[config.mk]
export PLATFORM = sky130hd
export DESIGN_NAME = rate_counter_bank_flat
export DESIGN_NICKNAME = d
export VERILOG_FILES = /design/src/rtl/rate_counter_bank_pkg.sv /design/src/rtl/rate_counter_bank_if.sv /design/src/rtl/rate_counter_bank_channel.sv /design/src/rtl/rate_counter_bank.sv /design/src/flat_wrapper.sv
export SDC_FILE = /design/constraint.sdc
export NUM_CORES = 1
export LEC_CHECK = 0
export CAP_MARGIN = 20
export CORE_MARGIN = 1
export CORE_UTILIZATION = 50
export CTS_BUF_LIST = sky130_fd_sc_hd__clkbuf_4 sky130_fd_sc_hd__clkbuf_8
export CTS_CLUSTER_DIAMETER = 200
export DETAILED_ROUTE_END_ITERATION = 16
export GPL_TIMING_DRIVEN = 0
export PLACE_DENSITY = 0.71
export SLEW_MARGIN = 20
export SYNTH_ARGS = -nofsm -noshare
export SYNTH_HDL_FRONTEND = slang
export SYNTH_SLANG_ARGS = --single-unit
[constraint.sdc]
create_clock -name ClockIn -period 3 [get_ports ClockIn]
set_clock_uncertainty 0.2 [all_clocks]
set_input_delay 0.45 -clock ClockIn [delete_from_list [all_inputs] [get_ports ClockIn]]
set_output_delay 0.45 -clock ClockIn [all_outputs]
set_load 0.01 [all_outputs]
[src/rtl/rate_counter_bank_pkg.sv]
// rate_pkg: shared mode-bit indices, direction encoding and a direction helper.
package rate_pkg;
  localparam int MODE_DIR = 0;
  localparam int MODE_ONESHOT = 1;
  typedef enum logic {DIR_UP = 1'b0, DIR_DOWN = 1'b1} dir_e;
  function automatic logic is_down(input logic [1:0] mode);
    return dir_e'(mode[MODE_DIR]) == DIR_DOWN;
  endfunction
endpackage

[src/rtl/rate_counter_bank_if.sv]
// rate_counter_bank_if: configuration write bus into the counter bank.
interface rate_counter_bank_if #(parameter int DIV_W = 11);
  logic WrEn;
  logic [3:0] WrCh;
  logic [DIV_W-1:0] WrDiv;
  logic [1:0] WrMode;
  modport master (output WrEn, WrCh, WrDiv, WrMode);
  modport slave (input WrEn, WrCh, WrDiv, WrMode);
endinterface

[src/rtl/rate_counter_bank_channel.sv]
// rate_counter_channel: one channel's prescaler, counter, mode and sticky done.
module rate_counter_channel
  import rate_pkg::*;
#(
  parameter int DIV_W = 11,
  parameter int CNT_W = 4,
  parameter int DEF_DIV = 499
) (
  input  logic clk,
  input  logic rst_n,
  input  logic run,
  input  logic load,
  input  logic [DIV_W-1:0] ld_div,
  input  logic [1:0] ld_mode,
  output logic [CNT_W-1:0] cnt,
  output logic tick,
  output logic tc,
  output logic done
);
  logic [DIV_W-1:0] div_q, div_d, pre_q, pre_d;
  logic [CNT_W-1:0] cnt_q, cnt_d, nxt, term;
  logic [1:0] mode_q, mode_d;
  logic done_q, done_d, tick_q, tick_d, tc_q, tc_d, adv, step;
  always_comb begin
    adv = run && !done_q;
    step = adv && pre_q == '0;
    nxt = is_down(mode_q) ? cnt_q - 1'b1 : cnt_q + 1'b1;
    term = {CNT_W{!is_down(mode_q)}};
    div_d = load ? ld_div : div_q;
    mode_d = load ? ld_mode : mode_q;
    pre_d = load ? ld_div : step ? div_q : adv ? pre_q - 1'b1 : pre_q;
    cnt_d = load ? {CNT_W{is_down(ld_mode)}} : step ? nxt : cnt_q;
    tick_d = !load && step;
    tc_d = tick_d && nxt == term;
    done_d = load ? 1'b0 : done_q || (tc_d && mode_q[MODE_ONESHOT]);
  end
  always_ff @(posedge clk or negedge rst_n) begin
    if (!rst_n) begin
      div_q <= DIV_W'(DEF_DIV);
      pre_q <= DIV_W'(DEF_DIV);
      cnt_q <= '0;
      mode_q <= '0;
      done_q <= 1'b0;
      tick_q <= 1'b0;
      tc_q <= 1'b0;
    end else begin
      div_q <= div_d;
      pre_q <= pre_d;
      cnt_q <= cnt_d;
      mode_q <= mode_d;
      done_q <= done_d;
      tick_q <= tick_d;
      tc_q <= tc_d;
    end
  end
  assign cnt = cnt_q;
  assign tick = tick_q;
  assign tc = tc_q;
  assign done = done_q;
endmodule

[src/rtl/rate_counter_bank.sv]
// rate_counter_bank: NUM_CH independent rate-divided counters with a shared write bus.
module rate_counter_bank
  import rate_pkg::*;
#(
  parameter int NUM_CH = 4,
  parameter int DIV_W = 11,
  parameter int CNT_W = 4,
  parameter int DEF_DIV = 499
) (
  input  logic ClockIn,
  input  logic Reset,
  input  logic [NUM_CH-1:0] Run,
  rate_counter_bank_if.slave wr,
  output logic [NUM_CH*CNT_W-1:0] CounterValue,
  output logic [NUM_CH-1:0] Tick,
  output logic [NUM_CH-1:0] Tc,
  output logic [NUM_CH-1:0] Done
);
  for (genvar g = 0; g < NUM_CH; g++) begin : g_ch
    rate_counter_channel #(.DIV_W(DIV_W), .CNT_W(CNT_W), .DEF_DIV(DEF_DIV)) u_ch (
      .clk(ClockIn),
      .rst_n(Reset),
      .run(Run[g]),
      .load(wr.WrEn && wr.WrCh == 4'(g)),
      .ld_div(wr.WrDiv),
      .ld_mode(wr.WrMode),
      .cnt(CounterValue[g*CNT_W +: CNT_W]),
      .tick(Tick[g]),
      .tc(Tc[g]),
      .done(Done[g])
    );
  end
endmodule
[src/flat_wrapper.sv]
// flat-port wrapper written by rule: the top's interface ports become plain ports
module rate_counter_bank_flat import rate_pkg::*;
#(
  parameter int NUM_CH = 4,
  parameter int DIV_W = 11,
  parameter int CNT_W = 4,
  parameter int DEF_DIV = 499
)
  (ClockIn, Reset, Run, CounterValue, Tick, Tc, Done, wr_WrEn, wr_WrCh, wr_WrDiv, wr_WrMode);
  rate_counter_bank_if #(.DIV_W(DIV_W)) wr_i ();
  input  logic ClockIn;
  input  logic Reset;
  input  logic [NUM_CH-1:0] Run;
  output logic [NUM_CH*CNT_W-1:0] CounterValue;
  output logic [NUM_CH-1:0] Tick;
  output logic [NUM_CH-1:0] Tc;
  output logic [NUM_CH-1:0] Done;
  input wire logic [$bits(wr_i.WrEn)-1:0] wr_WrEn;
  input wire logic [$bits(wr_i.WrCh)-1:0] wr_WrCh;
  input wire logic [$bits(wr_i.WrDiv)-1:0] wr_WrDiv;
  input wire logic [$bits(wr_i.WrMode)-1:0] wr_WrMode;
  assign wr_i.WrEn = wr_WrEn;
  assign wr_i.WrCh = wr_WrCh;
  assign wr_i.WrDiv = wr_WrDiv;
  assign wr_i.WrMode = wr_WrMode;
  rate_counter_bank #(.NUM_CH(NUM_CH), .DIV_W(DIV_W), .CNT_W(CNT_W), .DEF_DIV(DEF_DIV)) u_core (.ClockIn(ClockIn), .Reset(Reset), .Run(Run), .wr(wr_i), .CounterValue(CounterValue), .Tick(Tick), .Tc(Tc), .Done(Done));
endmodule
==> metrics.txt <==
multiplexer share of the synthesized area 1.080%; Worst path slowest cell nor4b_1; Die ar. 14,380 um2; WHS Endpoint u_core.g_ch[0].u_ch.div_q[9]; CP max stage delay 0.74 ns; maximum root-to-sink buffer count 2; total power 6.289 mW; Distinct cells, synth 74; FFs w/ async S/R, synth 100.0%; Seq cells post-synth 124; max cap viols 0; CTS tree yes; Post-synth top flop dfrtp_1; row count 42; WS Path Type primary input to flip-flop; DRT Pass-1 Iters 5; post-synthesis sequential area ratio 45.65%; final net count 889; Critical R2R Launch u_core.g_ch[0].u_ch.cnt[0]; core box area 13,400 um2; worst rel slew slack 47.28%; VDD IR-drop max 0.0004043 V; synth cell count leaders nand2_1, dfrtp_1, dfstp_2; Final ANT Viol Nets 0; Syn Nets 821; min cycle time layout 2.709 ns; worst skew pair latency 0.45 ns; htree depth 4; critical path, cell by cell clkdlybuf4s50_1 -> nor4b_1 -> nand2_1 -> clkbuf_1 -> clkbuf_1 -> nand2_1 -> nand2_1; Mean Syn Cell Area 8.945 um2; Die X 119.9 um; layout cells sized above 1 16.90%; Yosys warning count 0; Post-DP HPWL 12,630 um; Detailed Route WL 18,510 um; Filler cells 1,175; Synth Area in Simple Gates 26.50%; pin count of the biggest net entering global routing 69; Area contributors post-synth dfrtp_1, dfstp_2, nand2_1; Remaining DRCs 0; CP most frequent cell nand2_1; CP Launch Type primary input; Avg Vias per Cell 5.998; largest family of logic cells by synthesized area simple AND/OR/NAND/NOR gates; outcome complete, no violations; clock sink total 124; Post CTS Setup Buffer Count 0; sequential cell area 3173 um2; Req. time, crit path 3.14 ns; Ports 52; DRT iter0 DRCs 469; part of the cycle the worst path needs 90.30%; Leakage 3.480 nW; CTS Buf Count 17; Setup TNS Final 0 ns; worst r2r dst u_core.g_ch[0].u_ch.done; xor/xnor share of the synthesized area 2.898%; post-DR wirelength/cell 17.88 um; Synth Area in Compound Gates 15.09%; Via Count 6,208; Critical Path AT 2.85 ns; area share of the largest cell type after synthesis 24.48%; area of the multi-input gates 3447 um2; GRT Util Overall 27.00%; post-CTS resize count 0; Synth-to-Final Area Change 17.14%; final setup fails 0; EDFF count, synth 0; Synth Area in Adders 4.032%; Max Slew Vio Count 0; pwr/cell area 772.5 nW/um2; CP bufs+invs 3; worst-path fanout max 10; initial antenna violation count 1; Starting Density 51.87%; Setup crit end kind flip-flop; top cell family by delay on the critical path simple AND/OR/NAND/NOR gates; final setup margin 0.2910 ns; first-pass GRT wire length 30,170 um; utilization after layout 60.76%; hold path start wr_WrDiv[9]; leading area contributor after synthesis dfrtp_1; worst slew pin tran 0.7799 ns; DP Worst Slack -0.2163 ns; Fmax achieved 0.3691 GHz; port buffer count 47; total congestion overflow 0; most numerous cell in the Yosys netlist nand2_1; root buf cell clkbuf_8; hold path cells 3; RSZ-0062 raised after global routing false; HP Class primary input to flip-flop; Synth Instances 777; vias in the first global route 6,024; Die Span Y 119.9 um; GP Congestion 0.9187; Reg2Reg Setup Slack 0.58 ns; clock slew at reported path FFs 0.07 ns; Final Hold Viols 0; Cell Area, Synth 6950 um2; worst r2r path cells 5
==> area by class of cell <==
type,count,area share (%)
antenna,1,0.03074
inverter,16,0.7377
clock buffer,27,4.411
sequential,124,38.97
tap,176,2.705
buffer,52,3.319
multi-input combinational,585,42.34
clock inverter,5,1.229
timing repair buffer,49,6.255
==> worst reg2reg max path: stages (launching register included) <==
cell and delay [ns]:
dfrtp_1 0.46, fa_1 0.47, xnor2_1 0.18, or4b_2 0.61, a21oi_1 0.28, a22o_1 0.17
==> cells in the final DEF (no fill, tap or decap), types with 11 or more instances in the layout <==
cell	count
nand2_1	187
dfrtp_1	68
dfstp_2	56
nor2_1	53
a21oi_1	53
clkdlybuf4s50_1	46
o21ai_0	34
clkbuf_8	25
clkbuf_1	23
nor3_1	20
nand3_1	18
a31oi_1	17
inv_1	16
buf_4	16
ha_1	16
xnor2_1	14
buf_2	11
==> logic make-up after synthesis <==
kind of cell	after synthesis
multiplexers	7
buffers and inverters	68
AND/OR/NAND/NOR	369
XOR/XNOR	23
flip-flops	124
adder cells (fa/ha/maj)	20
AO/OA/AOI/OAI	166
==> power breakdown <==
part	leakage (nW)	total [mW]	switching, mW	internal (mW)
Combinational	1.81	1.78	0.920	0.859
Clock	0.239	1.68	0.665	1.02
Sequential	1.43	2.83	0.528	2.30
Total	3.48	6.29	2.11	4.18
==> metal layers <==
| layer | vias to the layer above | GRT usage, % | routed length [um] |
|---|---|---|---|
| met4 | 0 | 10.47 | 456 |
| met5 | - | 0 | 0 |
| met1 | 3069 | 35.98 | 8191 |
| met3 | 42 | 6.084 | 1139 |
| met2 | 223 | 42.71 | 8718 |
| li1 | 2874 | - | - |
==> flip-flops by register name, indices dropped and copies added, names as in the netlist <==
| register | cells |
|---|---|
| u_core.g_ch.u_ch.tc | 4 |
| u_core.g_ch.u_ch.done | 4 |
| u_core.g_ch.u_ch.mode_q | 8 |
| u_core.g_ch.u_ch.tick | 4 |
| u_core.g_ch.u_ch.cnt | 16 |
| u_core.g_ch.u_ch.pre_q | 44 |
| u_core.g_ch.u_ch.div_q | 44 |
==> how the worst max path moves through the flow <==
stage / start / end / cells after the start
CTS: wr_WrCh[0] / u_core.g_ch[2].u_ch.div_q[3] / 7
finish: wr_WrCh[0] / u_core.g_ch[2].u_ch.div_q[3] / 7
floorplan: u_core.g_ch[1].u_ch.cnt[0] / u_core.g_ch[1].u_ch.tc / 5
global route: wr_WrCh[0] / u_core.g_ch[2].u_ch.div_q[10] / 7
global placement: Reset / u_core.g_ch[1].u_ch.cnt[1] / 1
detailed placement: wr_WrCh[0] / u_core.g_ch[2].u_ch.div_q[3] / 7
==> through the flow <==
step	cells	cell area, um2	hold slack (ns)
6_report	1035	8142	0.1260
4_1_cts	1034	8139	0.1180
2_1_floorplan	777	6950	-0.04559
5_1_grt	1034	8139	0.1332
3_3_place_gp	1000	7641	0.2445
3_5_place_dp	1001	7670	0.2501
==> repair_timing <==
action                                  CTS  global route
hold endpoints to repair                 44             0
endpoints found under the setup margin    0             0
hold buffers                              1             0
No activity file was read; power rests on OpenSTA's default activity.
